File: src/rtl/m2s_mem_responder.sv
// Byte-wide memory responder for the Multi2Sim bridge: an in-order request FIFO feeding a
// fixed-latency access FSM. Optional `M2S_RESP_ADDR_CHECK_EN flags out-of-range addresses.
module m2s_mem_responder #(
  parameter int ADDR_W     = 8,
  parameter int MEM_DEPTH  = 256,
  parameter int LATENCY    = 2,
  parameter int FIFO_DEPTH = 4
) (
  input  logic              clk,
  input  logic              rst,
  input  logic              req_valid,
  output logic              req_ready,
  input  logic              req_write,
  input  logic [ADDR_W-1:0] req_addr,
  input  logic [7:0]        req_wdata,
  output logic              rsp_valid,
  input  logic              rsp_ready,
  output logic              rsp_write,
  output logic [7:0]        rsp_rdata,
  output logic              rsp_err
);

  localparam int PW = $clog2(FIFO_DEPTH);
  localparam int IW = (MEM_DEPTH > 1) ? $clog2(MEM_DEPTH) : 1;

  typedef struct packed {
    logic              write;
    logic [ADDR_W-1:0] addr;
    logic [7:0]        wdata;
  } req_t;

  typedef enum logic [1:0] {S_IDLE, S_WAIT, S_RESP} state_t;

  req_t        fifo_mem [FIFO_DEPTH];
  logic [7:0]  mem [MEM_DEPTH];

  logic [PW:0] wr_ptr_q, wr_ptr_d, rd_ptr_q, rd_ptr_d;
  state_t      state_q, state_d;
  req_t        work_q, work_d;
  logic [3:0]  cnt_q, cnt_d;
  logic        rsp_valid_q, rsp_valid_d;
  logic        rsp_write_q, rsp_write_d;
  logic [7:0]  rsp_rdata_q, rsp_rdata_d;
`ifdef M2S_RESP_ADDR_CHECK_EN
  logic        rsp_err_q, rsp_err_d;
`endif

  logic          full, empty, push, pop;
  logic          mem_we, addr_ok;
  logic [IW-1:0] mem_idx;
  logic [ADDR_W:0] addr_ext;

  // Extra wrap bit distinguishes full from empty when the indices match.
  assign full      = (wr_ptr_q[PW-1:0] == rd_ptr_q[PW-1:0]) && (wr_ptr_q[PW] != rd_ptr_q[PW]);
  assign empty     = (wr_ptr_q == rd_ptr_q);
  assign req_ready = !full;
  assign push      = req_valid && !full;
  assign pop       = (state_q == S_IDLE) && !empty;

  assign addr_ext = {1'b0, work_q.addr};
  assign mem_idx  = IW'(addr_ext % (ADDR_W+1)'(MEM_DEPTH));
`ifdef M2S_RESP_ADDR_CHECK_EN
  assign addr_ok  = (addr_ext < (ADDR_W+1)'(MEM_DEPTH));
`else
  assign addr_ok  = 1'b1;
`endif

  always_comb begin
    wr_ptr_d = push ? wr_ptr_q + {{PW{1'b0}}, 1'b1} : wr_ptr_q;
    rd_ptr_d = pop  ? rd_ptr_q + {{PW{1'b0}}, 1'b1} : rd_ptr_q;
  end

  always_comb begin
    state_d     = state_q;
    work_d      = work_q;
    cnt_d       = cnt_q;
    rsp_write_d = rsp_write_q;
    rsp_rdata_d = rsp_rdata_q;
`ifdef M2S_RESP_ADDR_CHECK_EN
    rsp_err_d   = rsp_err_q;
`endif
    mem_we      = 1'b0;
    case (state_q)
      S_IDLE: begin
        if (pop) begin
          work_d  = fifo_mem[rd_ptr_q[PW-1:0]];
          cnt_d   = 4'(LATENCY);
          state_d = S_WAIT;
        end
      end
      S_WAIT: begin
        if (cnt_q == 4'd0) begin
          state_d     = S_RESP;
          rsp_write_d = work_q.write;
`ifdef M2S_RESP_ADDR_CHECK_EN
          rsp_err_d   = !addr_ok;
`endif
          if (!addr_ok) begin
            rsp_rdata_d = 8'h00;
          end else if (work_q.write) begin
            mem_we      = 1'b1;
            rsp_rdata_d = work_q.wdata;
          end else begin
            rsp_rdata_d = mem[mem_idx];
          end
        end else begin
          cnt_d = cnt_q - 4'd1;
        end
      end
      S_RESP: begin
        if (rsp_ready) state_d = S_IDLE;
      end
      default: state_d = S_IDLE;
    endcase
    rsp_valid_d = (state_d == S_RESP);
  end

  always_ff @(posedge clk or posedge rst) begin
    if (rst) begin
      wr_ptr_q    <= '0;
      rd_ptr_q    <= '0;
      state_q     <= S_IDLE;
      work_q      <= '0;
      cnt_q       <= '0;
      rsp_valid_q <= 1'b0;
      rsp_write_q <= 1'b0;
      rsp_rdata_q <= 8'h00;
`ifdef M2S_RESP_ADDR_CHECK_EN
      rsp_err_q   <= 1'b0;
`endif
    end else begin
      wr_ptr_q    <= wr_ptr_d;
      rd_ptr_q    <= rd_ptr_d;
      state_q     <= state_d;
      work_q      <= work_d;
      cnt_q       <= cnt_d;
      rsp_valid_q <= rsp_valid_d;
      rsp_write_q <= rsp_write_d;
      rsp_rdata_q <= rsp_rdata_d;
`ifdef M2S_RESP_ADDR_CHECK_EN
      rsp_err_q   <= rsp_err_d;
`endif
    end
  end

  // Storage arrays carry no reset; memory contents survive rst by design.
  always_ff @(posedge clk) begin
    if (push) fifo_mem[wr_ptr_q[PW-1:0]] <= '{write: req_write, addr: req_addr, wdata: req_wdata};
  end

  always_ff @(posedge clk) begin
    if (mem_we) mem[mem_idx] <= work_q.wdata;
  end

  assign rsp_valid = rsp_valid_q;
  assign rsp_write = rsp_write_q;
  assign rsp_rdata = rsp_rdata_q;
`ifdef M2S_RESP_ADDR_CHECK_EN
  assign rsp_err   = rsp_err_q;
`else
  assign rsp_err   = 1'b0;
`endif

endmodule

File: config.mk
export PLATFORM = sky130hd
export DESIGN_NAME = m2s_mem_responder
export DESIGN_NICKNAME = d
export VERILOG_FILES = /design/src/rtl/m2s_mem_responder.sv
export SDC_FILE = /design/constraint.sdc
export NUM_CORES = 2
export LEC_CHECK = 0
export ABC_AREA = 1
export BUFFER_PORTS_ARGS = -buffer_cell sky130_fd_sc_hd__buf_2
export CORE_ASPECT_RATIO = 0.5
export CORE_UTILIZATION = 32
export DETAILED_ROUTE_END_ITERATION = 8
export GPL_ROUTABILITY_DRIVEN = 0
export PLACE_DENSITY = 0.57
export SETUP_SLACK_MARGIN = 0.4
export SLEW_MARGIN = 20
export SYNTH_ARGS = -nofsm -noshare
export SYNTH_HDL_FRONTEND = slang
export SYNTH_SLANG_ARGS = --single-unit
File: constraint.sdc
create_clock -name clk -period 5.54 [get_ports clk]
set_input_delay 0.277 -clock clk [delete_from_list [all_inputs] [get_ports clk]]
set_output_delay 0.277 -clock clk [all_outputs]
set_load 0.01 [all_outputs]
==> flow_summary.json <==
{
  "powerDensity_mw_per_mm2": 528,
  "insertion_delay_ns": 0.84,
  "slew_headroom_pct": 15.2,
  "yosysUniqueCellTypes": 32,
  "drt_wl_total_um": 250000,
  "avgSynthCellArea_sq_um": 11.2,
  "maxCapViolCount": 0,
  "clk_pin_slew_worst_paths_ns": 0.06,
  "dieArea_sq_mm": 0.274,
  "slew_violations": 0,
  "crit_arrival_ns": 4.53,
  "syn_inst": 7788,
  "vias_per_cell": 4.89,
  "cts_hold_repair.buffers": 20,
  "drc": 0,
  "rows": 135,
  "antenna_found_initial": 9,
  "overflow": 0,
  "rr_worst_depth": 11,
  "reg2reg_slack_ns": 1.47,
  "slowest_delay_ns": 0.66,
  "root_buffer": "clkbuf_16",
  "drive_gt1_share_pct": 5.95,
  "die_w_um": 740,
  "nNetsFinal": 7790,
  "synth_flop_cell": "edfxtp_1",
  "tightest_slew_ns": 1.27,
  "dp.cells": 11200,
  "cts_resized": 0,
  "min_path_type": "in -> async",
  "end_kind": "flip-flop",
  "worstSetupPathType": "reg -> reg",
  "p_leak_nw": 35.9,
  "syn_area_sq_mm": 0.0871,
  "drtPass1Iterations": 5,
  "grt_pass1_vias": 55000,
  "clockBufferDepth": 3,
  "tns_ns": 0,
  "core_area_sq_mm": 0.271,
  "yosysSeqAreaShare_pct": 74.1,
  "cts_sinks": 2155,
  "power_frac_comb_pct": 32.8,
  "fmax_mhz": 246,
  "swShare_pct": 38.7,
  "p_sw_w": 0.0200,
  "internal_power_w": 0.0317,
  "finalNonFillerCells": 11600,
  "fin_skew_ns": 0.0397,
  "synth.area.top_cells": "edfxtp_1, nand2_1, nor2_1",
  "ios": 33,
  "tritoncts": "yes",
  "total_power_w": 0.0517,
  "p_clk_share_pct": 26.4,
  "hold_viol_final": 0,
  "wl_per_cell_um": 21.6,
  "fin_crit_sh_pct": 73.5,
  "status": "complete, no violations",
  "cp_slowest_cell": "nand2_2",
  "area_delta_synth_final_pct": 12.4,
  "fin_util_pct": 36.2,
  "yosysWarnings": 0,
  "h-tree-depth": 4,
  "cp.required_ns": 6.00,
  "ys_ff_latch": 2155,
  "grt_pass1_wl_um": 365000,
  "synth_top_area_cell": "edfxtp_1",
  "worst_ir_drop_vdd_uv": 499,
  "crit_chain": "inv_1 > ha_1 > nand3_1 > nor2_4 > inv_1 > nor2_1 > inv_1 > nor3_1 > nand2_2 > buf_4 > nor2_1",
  "r2r-start": "cnt_q[1]",
  "vias": 56600,
  "grt_max_degree": 167,
  "synth_top_area_share_pct": 72.9,
  "r2r_end": "mem[208][7]",
  "ant_nets": 0,
  "dpl.hpwl_um": 142000,
  "cpMostUsedCell": "inv_1",
  "cts_setup_buffers": 0,
  "die_height_um": 371,
  "drt_iter0_drc": 6264,
  "pwr-share-seq_pct": 40.8,
  "numPortBuffers": 31,
  "crit_fanout": 12,
  "worstSetupStartpointType": "flip-flop",
  "rsz0062_at_grt": "false",
  "cts_buffers": 204,
  "synth_nets": 7816,
  "synth_edf_count": 2116,
  "start_util_pct": 32.2,
  "setup_violations": 0,
  "async_flop_share_pct": 1.81,
  "grt_usage_pct": 17.7,
  "period_minus_slack_ns": 4.07
}
worst max-delay path by stage:
stage,start,to,slack (ns),cells after the start
3_3_place_gp,cnt_q[0],mem[208][7],1.62,11
5_1_grt,cnt_q[1],mem[208][5],1.19,11
4_1_cts,cnt_q[1],mem[231][2],1.47,10
2_1_floorplan,work_q[0],mem[0][0],1.54,0
6_report,cnt_q[1],mem[208][7],1.47,11
3_5_place_dp,cnt_q[1],mem[231][3],1.49,10
cell usage in the layout, fill, tap and decap left out, types with 35 or more instances in the layout:
cell type / instances
edfxtp_1: 2116
nand3_1: 126
clkinv_1: 42
o21ai_1: 50
inv_1: 35
clkbuf_16: 208
nand4_1: 134
clkinv_2: 40
o21ai_0: 124
nor2_1: 573
clkbuf_1: 57
a21oi_1: 83
nand2_1: 4008
buf_4: 92
flip-flops by register name (all words and copies together) (netlist names):
signal	flops
rsp_valid	1
mem	2048
addr_ext	8
fifo_mem	68
cnt_q	4
rd_ptr_q	3
wr_ptr_q	3
work_q	9
rsp_rdata	8
state_q	2
rsp_write	1
metal layers:
layer | vias to the layer above | routed length, um | GRT usage [%]
met4 | 2 | 6090 | 4.53
met1 | 28100 | 110000 | 25.0
met2 | 2119 | 114000 | 28.6
met3 | 343 | 19100 | 2.94
li1 | 26100 | - | -
met5 | - | 13 | 0
cells by family (layout without fill, tap and decap cells):
logic type / count (synthesis) / count (layout) / share of synthesized area [%]
compound gates: 303 / 303 / 1.85
flops: 2155 / 2155 / 74.1
xor+xnor: 6 / 6 / 0.0603
buf+inv: 446 / 589 / 2.33
fa+ha+maj: 7 / 7 / 0.101
simple gates: 4870 / 4870 / 21.6
other cells: 1 / 7 / 0.00430
synth_stat cells (10+ instances only):
library cell and n:
o21ai_1 50, buf_2 224, a22oi_1 22, clkbuf_1 154, o21ai_0 124, nand3_1 126
nand2_1 4024, inv_1 36, dfrtp_1 39, nor2_1 578, a21oi_1 83, edfxtp_1 2116
buf_1 10, nand4_1 134
stage by stage:
| step | hold slack [ns] | setup WS, ns | area (sq um) |
|---|---|---|---|
| CTS | 0.125 | 1.47 | 97900 |
| global placement | 0.469 | 1.62 | 91300 |
| finish | 0.155 | 1.47 | 97900 |
| floorplan | 0.376 | 1.54 | 87100 |
| global route | 0.167 | 1.19 | 97900 |
| detailed placement | 0.461 | 1.49 | 91300 |
power by group through the flow:
stage	Sequential [W]	Combinational [W]	Clock [W]
floorplan	0.0224	0.00885	0
global placement	0.0214	0.0168	0
detailed placement	0.0214	0.0168	0
CTS	0.0211	0.0169	0.0138
global route	0.0211	0.0184	0.0144
finish	0.0211	0.0170	0.0137
area by class of cell:
cell class	count	area [sq um]
well taps	3630	4540
multi-input cells	5187	20700
flip-flops and latches	2155	64600
inverters	43	189
clock buffers	269	5470
clock inverters	106	906
repair buffers	171	1610
fillers	26500	173000
diodes	6	15.0
worst max-delay path, delay by kind of cell, from the launching register on:
family | cells | cell delay, ns
flops | 1 | 0.41
simple gates | 6 | 2.27
fa+ha+maj | 1 | 0.15
buf+inv | 4 | 0.86
(Power assumes the default switching activity.)
